==> src/rtl/ysyx_22040127_mdu_pkg.sv <==
// Encodings, types and helpers shared by the RV64M multiply sequencer.
// The optional fuse cache is selected by YSYX_22040127_MDU_FUSE_EN.
package ysyx_22040127_mdu_pkg;

   localparam int XLEN = 64;

   localparam logic [2:0] MDU_MUL    = 3'd0;
   localparam logic [2:0] MDU_MULH   = 3'd1;
   localparam logic [2:0] MDU_MULHSU = 3'd2;
   localparam logic [2:0] MDU_MULHU  = 3'd3;
   localparam logic [2:0] MDU_MULW   = 3'd4;

   typedef enum logic [2:0] {
      ST_IDLE  = 3'd0,
      ST_START = 3'd1,
      ST_WAIT  = 3'd2,
      ST_RESP  = 3'd3,
      ST_DRAIN = 3'd4
   } mdu_state_e;

   typedef struct packed {
      logic xs;
      logic ys;
   } mdu_sign_t;

   function automatic mdu_sign_t mdu_sign(input logic [2:0] op);
      mdu_sign_t s;
      s = '0;
      case (op)
         MDU_MULH: begin
            s.xs = 1'b1;
            s.ys = 1'b1;
         end
         MDU_MULHSU: s.xs = 1'b1;
         default: ;
      endcase
      return s;
   endfunction

   // Picks the product half for the op; MULW sign-extends the low word.
   function automatic logic [XLEN-1:0] mdu_format(input logic [2:0]      op,
                                                  input logic [XLEN-1:0] hi,
                                                  input logic [XLEN-1:0] lo);
      logic [XLEN-1:0] r;
      case (op)
         MDU_MULH, MDU_MULHSU, MDU_MULHU: r = hi;
         MDU_MULW: r = {{(XLEN-32){lo[31]}}, lo[31:0]};
         default:  r = lo;
      endcase
      return r;
   endfunction

endpackage

==> src/rtl/ysyx_22040127_mdu_if.sv <==
// Execute-side handshake plus multiplier-side signals of the multiply sequencer.
// The optional fuse cache (YSYX_22040127_MDU_FUSE_EN) does not change this interface.
interface ysyx_22040127_mdu_if;
   import ysyx_22040127_mdu_pkg::*;

   logic            flush;
   logic            req_valid;
   logic            req_ready;
   logic [2:0]      req_op;
   logic [XLEN-1:0] req_src1;
   logic [XLEN-1:0] req_src2;
   logic [4:0]      req_rd;
   logic            resp_valid;
   logic            resp_ready;
   logic [XLEN-1:0] resp_data;
   logic [4:0]      resp_rd;
   logic            mul_start;
   logic [XLEN-1:0] mul_x;
   logic [XLEN-1:0] mul_y;
   logic            mul_xs;
   logic            mul_ys;
   logic [XLEN-1:0] mul_high;
   logic [XLEN-1:0] mul_low;
   logic            mul_done;
   logic            busy;

   modport slave (
      input  flush, req_valid, req_op, req_src1, req_src2, req_rd, resp_ready,
             mul_high, mul_low, mul_done,
      output req_ready, resp_valid, resp_data, resp_rd, mul_start, mul_x, mul_y,
             mul_xs, mul_ys, busy
   );

   modport master (
      output flush, req_valid, req_op, req_src1, req_src2, req_rd, resp_ready,
             mul_high, mul_low, mul_done,
      input  req_ready, resp_valid, resp_data, resp_rd, mul_start, mul_x, mul_y,
             mul_xs, mul_ys, busy
   );

endinterface

==> src/rtl/ysyx_22040127_mdu_fuse_cache.sv <==
// Last-product cache: remembers operands, signedness and both halves of the last
// completed multiply. Only instantiated when YSYX_22040127_MDU_FUSE_EN is defined.
module ysyx_22040127_mdu_fuse_cache
   import ysyx_22040127_mdu_pkg::*;
(
   input  logic            clk,
   input  logic            rst,
   input  logic            fill_i,
   input  logic [XLEN-1:0] fill_x_i,
   input  logic [XLEN-1:0] fill_y_i,
   input  logic            fill_xs_i,
   input  logic            fill_ys_i,
   input  logic [XLEN-1:0] fill_high_i,
   input  logic [XLEN-1:0] fill_low_i,
   input  logic [XLEN-1:0] key_x_i,
   input  logic [XLEN-1:0] key_y_i,
   input  logic            key_xs_i,
   input  logic            key_ys_i,
   output logic            hit_o,
   output logic [XLEN-1:0] high_o,
   output logic [XLEN-1:0] low_o
);

   logic            valid_q;
   logic [XLEN-1:0] x_q, y_q, high_q, low_q;
   logic            xs_q, ys_q;

   always_ff @(posedge clk or posedge rst) begin
      if (rst)         valid_q <= 1'b0;
      else if (fill_i) valid_q <= 1'b1;
   end

   // NOTE: the stored key/product carries no reset; valid_q alone qualifies it.
   always_ff @(posedge clk) begin
      if (fill_i) begin
         x_q    <= fill_x_i;
         y_q    <= fill_y_i;
         xs_q   <= fill_xs_i;
         ys_q   <= fill_ys_i;
         high_q <= fill_high_i;
         low_q  <= fill_low_i;
      end
   end

   assign hit_o  = valid_q && (key_x_i == x_q) && (key_y_i == y_q) &&
                   (key_xs_i == xs_q) && (key_ys_i == ys_q);
   assign high_o = high_q;
   assign low_o  = low_q;

endmodule

==> src/rtl/ysyx_22040127_mdu_ctrl.sv <==
// Sequences RV64M multiplies onto the shared multi-cycle multiplier and holds results
// for writeback. Define YSYX_22040127_MDU_FUSE_EN to reuse the last product on a key match.
module ysyx_22040127_mdu_ctrl
   import ysyx_22040127_mdu_pkg::*;
(
   input logic                clk,
   input logic                rst,
   ysyx_22040127_mdu_if.slave mdu
);

   mdu_state_e      state_q, state_d;
   logic [2:0]      op_q;
   logic [4:0]      rd_q;
   logic [XLEN-1:0] x_q, y_q, data_q;
   logic            xs_q, ys_q;
   mdu_sign_t       req_sign;
   logic            accept, capture, hit;
   logic [XLEN-1:0] hit_high, hit_low;

   assign req_sign = mdu_sign(mdu.req_op);
   assign accept   = mdu.req_valid && mdu.req_ready;
   assign capture  = (state_q == ST_WAIT) && mdu.mul_done && !mdu.flush;

`ifdef YSYX_22040127_MDU_FUSE_EN
   ysyx_22040127_mdu_fuse_cache u_fuse (
      .clk         (clk),
      .rst         (rst),
      .fill_i      (capture),
      .fill_x_i    (x_q),
      .fill_y_i    (y_q),
      .fill_xs_i   (xs_q),
      .fill_ys_i   (ys_q),
      .fill_high_i (mdu.mul_high),
      .fill_low_i  (mdu.mul_low),
      .key_x_i     (mdu.req_src1),
      .key_y_i     (mdu.req_src2),
      .key_xs_i    (req_sign.xs),
      .key_ys_i    (req_sign.ys),
      .hit_o       (hit),
      .high_o      (hit_high),
      .low_o       (hit_low)
   );
`else
   assign hit      = 1'b0;
   assign hit_high = '0;
   assign hit_low  = '0;
`endif

   // NOTE: sequential state uses <= so every register samples pre-edge values.
   always_ff @(posedge clk or posedge rst) begin
      if (rst) state_q <= ST_IDLE;
      else     state_q <= state_d;
   end

   // NOTE: state_d defaults to state_q first so no path leaves it unassigned (no latch).
   always_comb begin
      state_d = state_q;
      unique case (state_q)
         ST_IDLE:  if (accept) state_d = hit ? ST_RESP : ST_START;
         ST_START: state_d = mdu.flush ? ST_DRAIN : ST_WAIT;
         // A flush coinciding with mul_done has nothing left to drain.
         ST_WAIT: begin
            if (mdu.mul_done)   state_d = mdu.flush ? ST_IDLE : ST_RESP;
            else if (mdu.flush) state_d = ST_DRAIN;
         end
         ST_RESP:  if (mdu.resp_ready || mdu.flush) state_d = ST_IDLE;
         ST_DRAIN: if (mdu.mul_done) state_d = ST_IDLE;
         default:  state_d = ST_IDLE;
      endcase
   end

   always_comb begin
      mdu.req_ready  = (state_q == ST_IDLE) && !mdu.flush && !rst;
      mdu.mul_start  = (state_q == ST_START);
      mdu.resp_valid = (state_q == ST_RESP);
      mdu.busy       = (state_q != ST_IDLE);
   end

   // Multiplier operands only change when a new multiply is actually issued.
   always_ff @(posedge clk or posedge rst) begin
      if (rst) begin
         op_q   <= MDU_MUL;
         rd_q   <= '0;
         x_q    <= '0;
         y_q    <= '0;
         xs_q   <= 1'b0;
         ys_q   <= 1'b0;
         data_q <= '0;
      end else begin
         if (accept) begin
            op_q <= mdu.req_op;
            rd_q <= mdu.req_rd;
         end
         if (accept && !hit) begin
            x_q  <= mdu.req_src1;
            y_q  <= mdu.req_src2;
            xs_q <= req_sign.xs;
            ys_q <= req_sign.ys;
         end
         if (accept && hit)
            data_q <= mdu_format(mdu.req_op, hit_high, hit_low);
         else if (capture)
            data_q <= mdu_format(op_q, mdu.mul_high, mdu.mul_low);
      end
   end

   assign mdu.mul_x     = x_q;
   assign mdu.mul_y     = y_q;
   assign mdu.mul_xs    = xs_q;
   assign mdu.mul_ys    = ys_q;
   assign mdu.resp_data = data_q;
   assign mdu.resp_rd   = rd_q;

endmodule

==> src/flat_wrapper.sv <==
// flat-port wrapper written by rule: the top's interface ports become plain ports
module ysyx_22040127_mdu_ctrl_flat import ysyx_22040127_mdu_pkg::*;
  (clk, rst, mdu_flush, mdu_req_valid, mdu_req_op, mdu_req_src1, mdu_req_src2, mdu_req_rd, mdu_resp_ready, mdu_mul_high, mdu_mul_low, mdu_mul_done, mdu_req_ready, mdu_resp_valid, mdu_resp_data, mdu_resp_rd, mdu_mul_start, mdu_mul_x, mdu_mul_y, mdu_mul_xs, mdu_mul_ys, mdu_busy);
  ysyx_22040127_mdu_if mdu_i ();
  input logic clk;
  input logic rst;
  input wire logic [$bits(mdu_i.flush)-1:0] mdu_flush;
  input wire logic [$bits(mdu_i.req_valid)-1:0] mdu_req_valid;
  input wire logic [$bits(mdu_i.req_op)-1:0] mdu_req_op;
  input wire logic [$bits(mdu_i.req_src1)-1:0] mdu_req_src1;
  input wire logic [$bits(mdu_i.req_src2)-1:0] mdu_req_src2;
  input wire logic [$bits(mdu_i.req_rd)-1:0] mdu_req_rd;
  input wire logic [$bits(mdu_i.resp_ready)-1:0] mdu_resp_ready;
  input wire logic [$bits(mdu_i.mul_high)-1:0] mdu_mul_high;
  input wire logic [$bits(mdu_i.mul_low)-1:0] mdu_mul_low;
  input wire logic [$bits(mdu_i.mul_done)-1:0] mdu_mul_done;
  output wire logic [$bits(mdu_i.req_ready)-1:0] mdu_req_ready;
  output wire logic [$bits(mdu_i.resp_valid)-1:0] mdu_resp_valid;
  output wire logic [$bits(mdu_i.resp_data)-1:0] mdu_resp_data;
  output wire logic [$bits(mdu_i.resp_rd)-1:0] mdu_resp_rd;
  output wire logic [$bits(mdu_i.mul_start)-1:0] mdu_mul_start;
  output wire logic [$bits(mdu_i.mul_x)-1:0] mdu_mul_x;
  output wire logic [$bits(mdu_i.mul_y)-1:0] mdu_mul_y;
  output wire logic [$bits(mdu_i.mul_xs)-1:0] mdu_mul_xs;
  output wire logic [$bits(mdu_i.mul_ys)-1:0] mdu_mul_ys;
  output wire logic [$bits(mdu_i.busy)-1:0] mdu_busy;
  assign mdu_i.flush = mdu_flush;
  assign mdu_i.req_valid = mdu_req_valid;
  assign mdu_i.req_op = mdu_req_op;
  assign mdu_i.req_src1 = mdu_req_src1;
  assign mdu_i.req_src2 = mdu_req_src2;
  assign mdu_i.req_rd = mdu_req_rd;
  assign mdu_i.resp_ready = mdu_resp_ready;
  assign mdu_i.mul_high = mdu_mul_high;
  assign mdu_i.mul_low = mdu_mul_low;
  assign mdu_i.mul_done = mdu_mul_done;
  assign mdu_req_ready = mdu_i.req_ready;
  assign mdu_resp_valid = mdu_i.resp_valid;
  assign mdu_resp_data = mdu_i.resp_data;
  assign mdu_resp_rd = mdu_i.resp_rd;
  assign mdu_mul_start = mdu_i.mul_start;
  assign mdu_mul_x = mdu_i.mul_x;
  assign mdu_mul_y = mdu_i.mul_y;
  assign mdu_mul_xs = mdu_i.mul_xs;
  assign mdu_mul_ys = mdu_i.mul_ys;
  assign mdu_busy = mdu_i.busy;
  ysyx_22040127_mdu_ctrl u_core (.clk(clk), .rst(rst), .mdu(mdu_i));
endmodule
==> config.mk <==
export PLATFORM = sky130hd
export DESIGN_NAME = ysyx_22040127_mdu_ctrl_flat
export DESIGN_NICKNAME = d
export VERILOG_FILES = /design/src/rtl/ysyx_22040127_mdu_pkg.sv /design/src/rtl/ysyx_22040127_mdu_if.sv /design/src/rtl/ysyx_22040127_mdu_fuse_cache.sv /design/src/rtl/ysyx_22040127_mdu_ctrl.sv /design/src/flat_wrapper.sv
export SDC_FILE = /design/constraint.sdc
export NUM_CORES = 1
export LEC_CHECK = 0
export CAP_MARGIN = 20
export CORE_AREA = 5 5 179 181
export DETAILED_ROUTE_END_ITERATION = 10
export DIE_AREA = 0 0 184 186
export GPL_ROUTABILITY_DRIVEN = 1
export GPL_TIMING_DRIVEN = 1
export PLACE_DENSITY = 0.77
export SYNTH_ARGS = -nofsm -noshare
export SYNTH_HDL_FRONTEND = slang
export SYNTH_SLANG_ARGS = --single-unit
==> constraint.sdc <==
create_clock -name clk -period 8.12 [get_ports clk]
set_input_delay 1.218 -clock clk [delete_from_list [all_inputs] [get_ports clk]]
set_output_delay 1.218 -clock clk [all_outputs]
set_load 0.1 [all_outputs]
==> results.toml <==
[outcome]
status = "finished, final reports clean"

[floorplanning]
die_y_um = 186
ios = 473
fp.dieW_um = 184
coreArea_um2 = 30300
start_util = 0.319
die-area_um2 = 34200
rows = 64

[worst_setup_path]
crit_top_cell = "clkdlybuf4s50_1"
path_cells = "clkdlybuf4s50_1 -> nor2_1 -> nor4b_1 -> clkdlybuf4s50_1"
arrival_ps = 3440
required_ps = 6900
crit_type = "input port to primary output"
startpoint_type = "input port"
critPathSlowestCell = "clkdlybuf4s50_1"
end_kind = "primary output"
cpPeakStageDelay_ps = 1200
critPathMaxFanout = 5

[clocking]
cts-buffers-inserted = 24
clock-root-buffer = "clkbuf_16"
cts_tree = "built"
clock_sinks = 205
cts_buffer_depth = 3
clk_pin_slew_ps = 60
holdBufCountCts = 0
cts_resized = 0
cts_max_level = 1
post_cts_buffers = 0
clk-insertion-delay-late_ps = 520

[run]
maxCapViolCount = 0

[global_routing]
grt_start_max_net_pins = 78
overflow = 0
first_global_vias = 7637
use_met1 = 0.184
grt.total_usage = 0.162
grtUsageMet3 = 0.0639
grt_pass1_wl_mm = 43.8
antenna_found_initial = 0
grt-busiest-layer = "met2"
use_met2 = 0.288

[drt]
drt-initial-drc-count = 186
drtPass1Iterations = 4
wl_per_cell_um = 19.8
vias_per_cell = 4.55
drc = 0
wl_mm = 29.4
ant_nets = 0
dr_total_vias = 6739

[synthesis]
yosysSeqAreaShare = 0.532
synth_fp_nets = 875
synth_edf_count = 0
syn_area_um2 = 9650
ys_seq_elements = 205
ys.warnings.count = 0
async_flop_share = 1.00
syn-instance-count = 605
ys.flop_type = "dfrtp_1"
synth_area_per_cell_um2 = 16.0
synth.distinct_cells = 29

[final_layout]
final_cell_mix = "472 x clkdlybuf4s50_1, 204 x dfrtp_1, 120 x mux2_4"
fin_nets = 1338
area_delta_synth_final_pct = 60.5
n_antenna_cell = 0
final_common_cell = "clkdlybuf4s50_1"
stdcell_count = 1482
drive_gt1_frac = 0.263

[timing]
setup_ws_ps = 3460
finClkSkew_ps = 11.3
hold_ws_ps = 502
setup_viol = 0
hold_viol_final = 0
rsz0062_at_grt = "false"
final.setup.tns_ps = 0
fmax_mhz = 215
slew_headroom = 0.284
worstMarginPinSlew_ps = 1070
min_period_over_period = 0.574
period_minus_slack_ps = 4660
maxSlewViolCount = 0

[worst_hold_path]
hold_class = "register to register"

[place]
dpl.hpwl_mm = 21.7
io_buffers = 472
placed_cells = 1438
post-place-ws_ps = 3300
gp_congestion = 0.778
-- worst paths after layout --
kind                       slack [ps]  cells past startpoint                                   end                                  from
min in group asynchronous        1200                      2      u_core.mdu.mul_y[12]$_DFFE_PP0P_                                   rst
hold reg to reg                   500                      1  u_core.mdu.resp_data[31]$_DFFE_PP0P_  u_core.mdu.resp_data[31]$_DFFE_PP0P_
hold / removal                    500                      1  u_core.mdu.resp_data[31]$_DFFE_PP0P_  u_core.mdu.resp_data[31]$_DFFE_PP0P_
max in group asynchronous        5480                      3     u_core.mdu.resp_rd[2]$_DFFE_PP0P_                                   rst
setup reg to reg                 4650                      5            u_core.op_q[0]$_DFFE_PP0P_         u_core.state_q[2]$_DFFE_PP0P_
setup / recovery                 3460                      4                         mdu_req_ready                             mdu_flush
-- through the flow --
step | area, um^2 | util
global route | 15500 | 0.512
detailed placement | 14700 | 0.485
finish | 15500 | 0.512
global placement | 14700 | 0.485
floorplan | 9650 | -
CTS | 15500 | 0.512
-- cell usage after synthesis (2+ instances only) --
library cell,number,area share
nor2_1,5,0.0019
mux2_2,115,0.13
mux2_4,120,0.19
nor3b_1,2,0.0016
buf_6,14,0.016
mux2i_1,97,0.10
dfrtp_1,205,0.53
clkbuf_1,21,0.0082
a211oi_1,2,0.0016
buf_1,2,0.00078
buf_2,4,0.0021
-- metal layers --
layer  vias to the layer above  share of wire
met5                         -              0
met4                         0          0.017
met3                        35           0.11
met2                       298           0.50
met1                      3307           0.37
li1                       3099              -
-- flip-flops by register name, indices dropped and copies added (netlist names) --
name and cells:
u_core.mdu.resp_data 64, u_core.mdu.mul_ys 1, u_core.state_q 3, u_core.op_q 3, u_core.mdu.mul_x 64, u_core.mdu.mul_y 64, u_core.mdu.mul_xs 1, u_core.mdu.resp_rd 5
-- kinds of logic (layout without fill, tap and decap cells) --
group	Yosys count	count (layout)	synth area share
buffers and inverters	43	524	0.0293
XOR/XNOR	1	1	0.000908
flip-flops	205	205	0.532
multiplexers	332	332	0.421
AND/OR/NAND/NOR	16	16	0.0109
AO/OA/AOI/OAI	8	8	0.00583
-- area by class of cell --
| type | count | area (um^2) |
|---|---|---|
| Clock buffer | 36 | 717 |
| Clock inverter | 8 | 96.3 |
| Fill cell | 2573 | 14800 |
| Inverter | 1 | 11.3 |
| Multi-Input combinational cell | 357 | 4260 |
| Sequential cell | 205 | 5130 |
| Tap cell | 396 | 495 |
| Timing Repair Buffer | 479 | 4780 |
-- worst max-delay path, delay by kind of cell --
family,cells,cell delay [ps]
AND/OR/NAND/NOR,2,570
buffers and inverters,2,1650
Power is left out: the tool's default activity adds up to more than one toggle a clock period on the data nets, which glitch-free logic cannot reach.
